File: src/rtl/cpu_io_bridge.sv
// Byte bridge between a host stream interface and a simple CPU's In/Out ports.
// Optional ack timeout/re-pulse enabled by defining IO_BRIDGE_TIMEOUT_EN.
module cpu_io_bridge #(
  parameter int unsigned DEPTH       = 4,
  parameter int unsigned ACK_TIMEOUT = 15
) (
  input  logic       clk,
  input  logic       rst,
  input  logic [7:0] host_in_data,
  input  logic       host_in_valid,
  output logic       host_in_ready,
  output logic [7:0] host_out_data,
  output logic       host_out_valid,
  input  logic       host_out_ready,
  output logic [7:0] cpu_in_port,
  output logic       cpu_int,
  input  logic       cpu_in_rd,
  input  logic [7:0] cpu_out_port,
  input  logic       cpu_out_wr,
  input  logic       cpu_hlt,
  output logic       ovf
);

  localparam int unsigned AW = $clog2(DEPTH);
  localparam logic [AW:0] FullCnt = (AW + 1)'(DEPTH);

  if (DEPTH < 2 || (DEPTH & (DEPTH - 1)) != 0) begin : g_bad_depth
    $error("cpu_io_bridge: DEPTH must be a power of two >= 2");
  end
  if (ACK_TIMEOUT < 1 || ACK_TIMEOUT > 255) begin : g_bad_timeout
    $error("cpu_io_bridge: ACK_TIMEOUT must be in 1..255");
  end

  typedef enum logic [1:0] {StIdle, StPulse, StWaitAck} state_e;
  state_e state_q;

  // Inbound FIFO: host -> CPU. The head stays queued until the CPU acks it.
  logic [7:0]    in_mem [DEPTH];
  logic [AW-1:0] in_wr_ptr_q, in_rd_ptr_q;
  logic [AW:0]   in_cnt_q;
  logic          in_push, in_pop;

  assign host_in_ready = (in_cnt_q < FullCnt);
  assign in_push       = host_in_valid && host_in_ready;
  assign in_pop        = (state_q == StWaitAck) && cpu_in_rd;

  always_ff @(posedge clk) begin
    if (rst) begin
      in_wr_ptr_q <= '0;
      in_rd_ptr_q <= '0;
      in_cnt_q    <= '0;
    end else begin
      if (in_push) begin
        in_mem[in_wr_ptr_q] <= host_in_data;
        in_wr_ptr_q         <= in_wr_ptr_q + 1'b1;
      end
      if (in_pop) in_rd_ptr_q <= in_rd_ptr_q + 1'b1;
      case ({in_push, in_pop})
        2'b10:   in_cnt_q <= in_cnt_q + 1'b1;
        2'b01:   in_cnt_q <= in_cnt_q - 1'b1;
        default: in_cnt_q <= in_cnt_q;
      endcase
    end
  end

  // Outbound FIFO: CPU -> host. A write while full survives only if the host pops that cycle.
  logic [7:0]    out_mem [DEPTH];
  logic [AW-1:0] out_wr_ptr_q, out_rd_ptr_q;
  logic [AW:0]   out_cnt_q;
  logic          out_push, out_pop, out_full;

  assign out_full       = (out_cnt_q == FullCnt);
  assign host_out_valid = (out_cnt_q != '0);
  assign host_out_data  = out_mem[out_rd_ptr_q];
  assign out_pop        = host_out_valid && host_out_ready;
  assign out_push       = cpu_out_wr && (!out_full || out_pop);

  always_ff @(posedge clk) begin
    if (rst) begin
      out_wr_ptr_q <= '0;
      out_rd_ptr_q <= '0;
      out_cnt_q    <= '0;
      ovf          <= 1'b0;
    end else begin
      if (out_push) begin
        out_mem[out_wr_ptr_q] <= cpu_out_port;
        out_wr_ptr_q          <= out_wr_ptr_q + 1'b1;
      end
      if (out_pop) out_rd_ptr_q <= out_rd_ptr_q + 1'b1;
      if (cpu_out_wr && !out_push) ovf <= 1'b1;
      case ({out_push, out_pop})
        2'b10:   out_cnt_q <= out_cnt_q + 1'b1;
        2'b01:   out_cnt_q <= out_cnt_q - 1'b1;
        default: out_cnt_q <= out_cnt_q;
      endcase
    end
  end

`ifdef IO_BRIDGE_TIMEOUT_EN
  localparam logic [7:0] AckTimeout = 8'(ACK_TIMEOUT);
  logic [7:0] ack_cnt_q;
`endif

  // Delivery FSM; cpu_int is high exactly while in StPulse.
  always_ff @(posedge clk) begin
    if (rst) begin
      state_q     <= StIdle;
      cpu_int     <= 1'b0;
      cpu_in_port <= 8'h00;
`ifdef IO_BRIDGE_TIMEOUT_EN
      ack_cnt_q   <= 8'h00;
`endif
    end else begin
      unique case (state_q)
        StIdle: begin
          if (in_cnt_q != '0 && !cpu_hlt) begin
            state_q     <= StPulse;
            cpu_int     <= 1'b1;
            cpu_in_port <= in_mem[in_rd_ptr_q];
          end
        end
        StPulse: begin
          state_q <= StWaitAck;
          cpu_int <= 1'b0;
`ifdef IO_BRIDGE_TIMEOUT_EN
          ack_cnt_q <= 8'h00;
`endif
        end
        StWaitAck: begin
          if (cpu_in_rd) begin
            state_q <= StIdle;
`ifdef IO_BRIDGE_TIMEOUT_EN
            ack_cnt_q <= 8'h00;
          end else if (ack_cnt_q == AckTimeout) begin
            state_q   <= StPulse;
            cpu_int   <= 1'b1;
            ack_cnt_q <= 8'h00;
          end else begin
            ack_cnt_q <= ack_cnt_q + 8'd1;
`endif
          end
        end
        default: begin
          state_q <= StIdle;
          cpu_int <= 1'b0;
        end
      endcase
    end
  end

endmodule

File: config.mk
export PLATFORM = sky130hd
export DESIGN_NAME = cpu_io_bridge
export DESIGN_NICKNAME = d
export VERILOG_FILES = /design/src/rtl/cpu_io_bridge.sv
export SDC_FILE = /design/constraint.sdc
export NUM_CORES = 1
export LEC_CHECK = 0
export CAP_MARGIN = 20
export CORE_ASPECT_RATIO = 1.1
export CORE_UTILIZATION = 37
export CTS_CLUSTER_DIAMETER = 60
export DETAILED_ROUTE_END_ITERATION = 12
export HOLD_SLACK_MARGIN = 0.02
export PLACE_DENSITY = 0.54
export SYNTH_ARGS = -nofsm -noshare
export SYNTH_HDL_FRONTEND = slang
export SYNTH_SLANG_ARGS = --single-unit
export TNS_END_PERCENT = 50
File: constraint.sdc
create_clock -name clk -period 5.7 [get_ports clk]
set_input_delay 0.855 -clock clk [delete_from_list [all_inputs] [get_ports clk]]
set_output_delay 0.855 -clock clk [all_outputs]
set_load 0.005 [all_outputs]
==> impl_metrics.json, run 1 <==
{
  "cellPowerDensity_mw_per_mm2": 323,
  "syn-num-nets": 284,
  "dr.pass1.iters": 10,
  "power.total_uw": 1450,
  "status": "finished with violations",
  "yosys_register_bits": 92,
  "yosys.area.top_type": "edfxtp_1",
  "synth_ff_type": "edfxtp_1",
  "die_area_sq_mm": 0.0106,
  "postPlaceCellArea_sq_mm": 0.00426,
  "row_count": 38,
  "postCtsResizedCells": 0,
  "cp.arrival_ns": 2.09,
  "dp_slack_ns": 2.70,
  "vias_per_cell": 4.89,
  "core-area_sq_mm": 0.00989,
  "die_x_microns": 98.1,
  "ir_drop_mv": 0.144,
  "ys_top_cells_by_area": "edfxtp_1 51%, dfxtp_1 15%, mux4_2 9.6%",
  "synth_cell_types": 37,
  "drt_iter0_markers": 66,
  "numPortBuffers": 42,
  "rr_worst_depth": 6,
  "antenna_found_initial": 0,
  "ys_seq_area_share_pct": 66.0,
  "route.detailed.drc": 2,
  "synth_top_area_share_pct": 51.1,
  "worstReg2RegStart": "out_cnt_q[0]",
  "synthesis.area_sq_mm": 0.00376,
  "hold_slack_ns": 0.480,
  "synth_edf_count": 64,
  "clk_pin_slew_worst_paths_ns": 0.08,
  "post_cts_buffers": 0,
  "final_area_sq_mm": 0.00450,
  "relSlewSlack_pct": 57.6,
  "tns_ns": 0,
  "crit_fanout": 8,
  "grt_max_degree": 31,
  "pin_count": 43,
  "violations": "design-rule violations",
  "cp-end-kind": "output port",
  "grt_pass1_wl_mm": 10.5,
  "worstHoldPathCells": 2,
  "synth_area_per_cell_sq_um": 15.0,
  "cp.required_ns": 4.85,
  "clock_sinks": 92,
  "area_delta_synth_final_pct": 19.8,
  "finalSetupViolCount": 0,
  "yosys_warnings": 0,
  "clock_latency_ns": 0.34,
  "path_class": "reg2out",
  "syn_inst": 250,
  "synthArstFlopShare_pct": 0,
  "grt_usage_pct": 13.2,
  "cts-buffers-inserted": 9,
  "min_from": "cpu_in_port[2]",
  "fill_cells": 878,
  "rsz0062_at_grt": "false",
  "fmax_ghz": 0.340,
  "cts_tree": "yes",
  "cts_root_buffer": "clkbuf_8",
  "routedWlPerCell_microns": 15.2,
  "cts_buffer_depth": 2,
  "drv_slew": 0,
  "worstHoldPathType": "reg2reg",
  "place.detailed.hpwl_mm": 4.32,
  "worst_pin_slew_ns": 0.635,
  "drive_gt1_share_pct": 13.2,
  "drt-total-wl_mm": 6.32,
  "period_share_pct": 51.6,
  "htreeDepth": 3,
  "fp.dieH_microns": 108,
  "drv_cap": 0,
  "first_global_vias": 2115,
  "cts_hold_buffers": 0,
  "setup_ws_ns": 2.76,
  "gp_congestion": 0.677,
  "fin_worst_skew_ns": 0.0114,
  "cp-start-kind": "register",
  "period_needed_ns": 2.94,
  "hold_violations": 0,
  "ant_nets": 0,
  "grt_overflow_total": 0,
  "nNetsFinal": 325,
  "start_util_pct": 38.0,
  "vias": 2034,
  "p_leak_uw": 0.00149,
  "diodes": 0
}
[registers in the layout (all words and copies together) (netlist names), named ones only]
signal	flops
ovf	1
cpu_int	1
state_q	2
out_rd_ptr_q	2
out_cnt_q	3
cpu_in_port	8
in_wr_ptr_q	2
in_mem	32
in_rd_ptr_q	2
in_cnt_q	3
out_mem	32
out_wr_ptr_q	2
[worst paths after layout]
kind	slack, ns	end
max	2.76	host_out_data[0]
max reg2reg	3.67	out_cnt_q[2]
min reg2reg	0.48	cpu_in_port[2]
min	0.48	cpu_in_port[2]
[cell type report]
type                            count  area, sq um  area share, %
Multi-Input combinational cell    130         1150           25.5
Clock buffer                       10          128           2.83
Timing Repair Buffer               43          428           9.50
Tap cell                          120          150           3.33
Sequential cell                    92         2480           55.1
Inverter                           15         56.3           1.25
Clock inverter                      6          113           2.50
[critical path, cell delays in order, from the launching register on]
cell and delay, ns:
dfxtp_1 0.70, mux4_2 0.60, clkdlybuf4s50_1 0.46
[power by group]
group	internal (uW)	total [uW]	switching [uW]
clock network	293	511	218
registers	745	776	31.1
logic	93.7	168	74.0
[logic make-up (layout without fill, tap and decap cells)]
logic type,count (synthesis),count (layout),synth area share [%]
buffers and inverters,28,74,3.49
multiplexers,16,16,9.58
flip-flops,92,92,66.0
AND/OR/NAND/NOR,59,59,9.38
XOR/XNOR,9,9,2.10
adder cells (fa/ha/maj),11,11,4.06
AO/OA/AOI/OAI,35,35,5.39
[routing by layer]
metal	GRT usage (%)	share of wire, %
met5	0	0
met4	5.76	1.3
met3	2.73	2.8
met2	23.7	52
met1	15.2	44
[cell usage in the layout (no fill, tap or decap), types with 6 or more instances in the layout]
| master | Yosys | final |
|---|---|---|
| clkbuf_8 | 0 | 9 |
| inv_1 | 15 | 15 |
| a21oi_1 | 16 | 16 |
| or3_1 | 6 | 6 |
| xor2_1 | 8 | 8 |
| nor2_1 | 16 | 16 |
| mux4_2 | 16 | 16 |
| clkdlybuf4s50_1 | 0 | 42 |
| nand3_1 | 12 | 12 |
| o21ai_0 | 12 | 12 |
| and2_1 | 8 | 8 |
| ha_1 | 9 | 9 |
| edfxtp_1 | 64 | 64 |
| dfxtp_1 | 28 | 28 |
[synth_stat cells, types with 3 or more instances]
cell type  instances
xor2_1             8
buf_2              4
nor2_1            16
and2_1             8
a21oi_1           16
nand2_1            3
edfxtp_1          64
o21ai_0           12
dfxtp_1           28
mux4_2            16
ha_1               9
inv_1             15
or3_1              6
nand3_1           12
[stage by stage]
step / std cells / util [%]
finish: 416 / 45.5
global route: 416 / 45.5
CTS: 416 / 45.5
detailed placement: 400 / 43.1
global placement: 400 / 43.1
floorplan: 250 / -
Power figures use the tool's default switching activity.
==> run 2, diff against run 1 <==
PLACE_DENSITY = 0.56   (was 0.54)
clock period = 2.6 ns   (was 5.7 ns; I/O delays follow)
==> run 2 against run 1 <==
The run still ends with design-rule violations left. Combinational power up 130%. Critical path depth up 1. Utilization down 0.13 points. Worst setup slack worse by 2.5 ns. First-iteration DRC count up 42%. Sequential share of layout area up 0.15 points.
==> impl_metrics.json, run 2 (same netlist as run 1, synthesis figures left out) <==
{
  "cts_hold_buffers": 0,
  "first_global_vias": 2054,
  "multi_input_area_sq_mm": 0.00115,
  "clock_sinks": 92,
  "fin_worst_skew_ns": 0.0101,
  "cp.required_ns": 2.21,
  "cellPowerDensity_mw_per_mm2": 659,
  "core-area_sq_mm": 0.00989,
  "reg2reg_to": "out_cnt_q[2]",
  "seq_area_sq_mm": 0.00248,
  "drt-total-wl_mm": 6.31,
  "instances_no_fill": 422,
  "diodes": 0,
  "fin_util_pct": 45.4,
  "htreeDepth": 3,
  "area_delta_synth_final_pct": 19.4,
  "mostFrequentLayoutCells": "64 x edfxtp_1, 42 x clkdlybuf4s50_1, 28 x dfxtp_1",
  "reg.largest.list": "in_mem: 32 flops, out_mem: 32 flops, cpu_in_port: 8 flops",
  "drv_cap": 0,
  "relSlewSlack_pct": 57.8,
  "max_stage_delay_ns": 0.52,
  "period_share_pct": 89.9,
  "cp-start-kind": "register",
  "r2r_slack_ns": 0.58,
  "vias": 2087,
  "violations": "design-rule violations",
  "row_count": 38,
  "cts_root_buffer": "clkbuf_8",
  "vias_per_cell": 4.95,
  "p_leak_uw": 0.00149,
  "final_common_cell": "edfxtp_1",
  "worstReg2RegStart": "out_cnt_q[0]",
  "holdPathEnd": "cpu_in_port[1]",
  "finalSetupViolCount": 0,
  "antenna_found_initial": 0,
  "clock_latency_ns": 0.35,
  "grt_overflow_total": 0,
  "cts_buffer_depth": 2,
  "internal_power_uw": 2210,
  "grt_usage_pct": 12.7,
  "post_cts_buffers": 0,
  "numPortBuffers": 42,
  "crit_fanout": 6,
  "dr.pass1.iters": 8,
  "routedWlPerCell_microns": 14.9,
  "tns_ns": 0,
  "rr_worst_depth": 6,
  "grt_pass1_wl_mm": 10.1,
  "postCtsResizedCells": 0,
  "worstHoldPathType": "reg2reg",
  "cp-end-kind": "output port",
  "start_util_pct": 38.0,
  "fmax_ghz": 0.428,
  "nNetsFinal": 331,
  "cpLargestDelayFamily": "buffers and inverters",
  "worst_pin_slew_ns": 0.632,
  "gp_congestion": 0.738,
  "fp.dieH_microns": 108,
  "critPathBufInv": 2,
  "p_sw_uw": 750,
  "path_class": "reg2out",
  "route.detailed.drc": 5,
  "period_needed_ns": 2.34,
  "clk_pin_slew_worst_paths_ns": 0.09,
  "slowest_stage": "mux4_2",
  "cts-buffers-inserted": 9,
  "die_x_microns": 98.1,
  "fill_cells": 919,
  "grt_max_degree": 18,
  "seqPwrFrac_pct": 57.0,
  "worstHoldPathCells": 2,
  "drive_gt1_share_pct": 15.2,
  "min_from": "cpu_in_port[1]",
  "switching_share_pct": 25.3,
  "die_area_sq_mm": 0.0106,
  "status": "finished with violations",
  "comb_power_share_pct": 13.2,
  "ant_nets": 0,
  "rsz0062_at_grt": "false",
  "hold_violations": 0,
  "ir_drop_mv": 0.287,
  "dpl.cell_count": 406,
  "cts_tree": "yes",
  "drt_iter0_markers": 94,
  "pwr-share-clk_pct": 29.8,
  "place.detailed.hpwl_mm": 4.45,
  "drv_slew": 0,
  "cp.arrival_ns": 1.95,
  "worstPathCellList": "buf_4, mux4_2, clkdlybuf4s50_1",
  "pin_count": 43
}
-- run 2: cell count changes in the layout (fill, tap and decap cells not counted) --
cell / before / now
inv_6: 1 / 3
bufinv_16: 3 / 0
clkbuf_1: 1 / 0
inv_8: 0 / 1
buf_4: 1 / 7
clkinvlp_4: 0 / 1
-- run 2: how the worst max path moves through the flow --
stage | start | end | slack, ns | depth (start not counted)
floorplan | out_cnt_q[2] | out_cnt_q[1] | 0.71 | 7
global placement | cpu_in_rd | in_cnt_q[2] | 0.27 | 9
detailed placement | cpu_in_rd | in_cnt_q[2] | 0.22 | 9
CTS | register | host_out_data[4] | 0.22 | 3
global route | register | host_out_data[2] | 0.13 | 3
finish | register | host_out_data[4] | 0.26 | 3
-- run 2: through the flow --
stage	hold WS, ns	worst slack, ns	power (uW)	area, sq um
finish	0.480	0.264	2960	4490
global route	0.517	0.132	3110	4490
CTS	0.485	0.216	3000	4490
detailed placement	0.471	0.222	2120	4310
global placement	0.459	0.269	2110	4310
floorplan	0.460	0.715	1940	3760
-- run 2: worst reg2reg max path, stage by stage, from the launching register on --
cell and delay [ns]:
dfxtp_1 0.54, or3_1 0.19, nand3_1 0.09, fa_1 0.45
or3b_2 0.48, nand3_1 0.10, a31oi_1 0.07
-- run 2: final cells by class --
class / instances / area share [%]
Clock buffer: 9 / 2.76
Clock inverter: 7 / 1.31
Inverter: 15 / 1.25
Multi-Input combinational cell: 130 / 25.5
Sequential cell: 92 / 55.3
Tap cell: 120 / 3.34
Timing Repair Buffer: 49 / 10.5
-- run 2: layer usage --
layer | vias up | part of all wire, % | global-route usage, % | wire (microns)
met5 | - | 0 | 0 | 0
met4 | 0 | 1.4 | 6.08 | 89
met3 | 9 | 3.4 | 2.86 | 217
met2 | 41 | 50 | 21.4 | 3130
met1 | 1014 | 46 | 15.4 | 2870
li1 | 1023 | - | - | -
-- run 2: power by group through the flow --
stage	clock, uW	combinational, uW	sequential, uW
3_5_place_dp	0	396	1720
4_1_cts	907	398	1690
2_1_floorplan	0	243	1700
6_report	883	390	1690
5_1_grt	977	433	1700
3_3_place_gp	0	391	1720
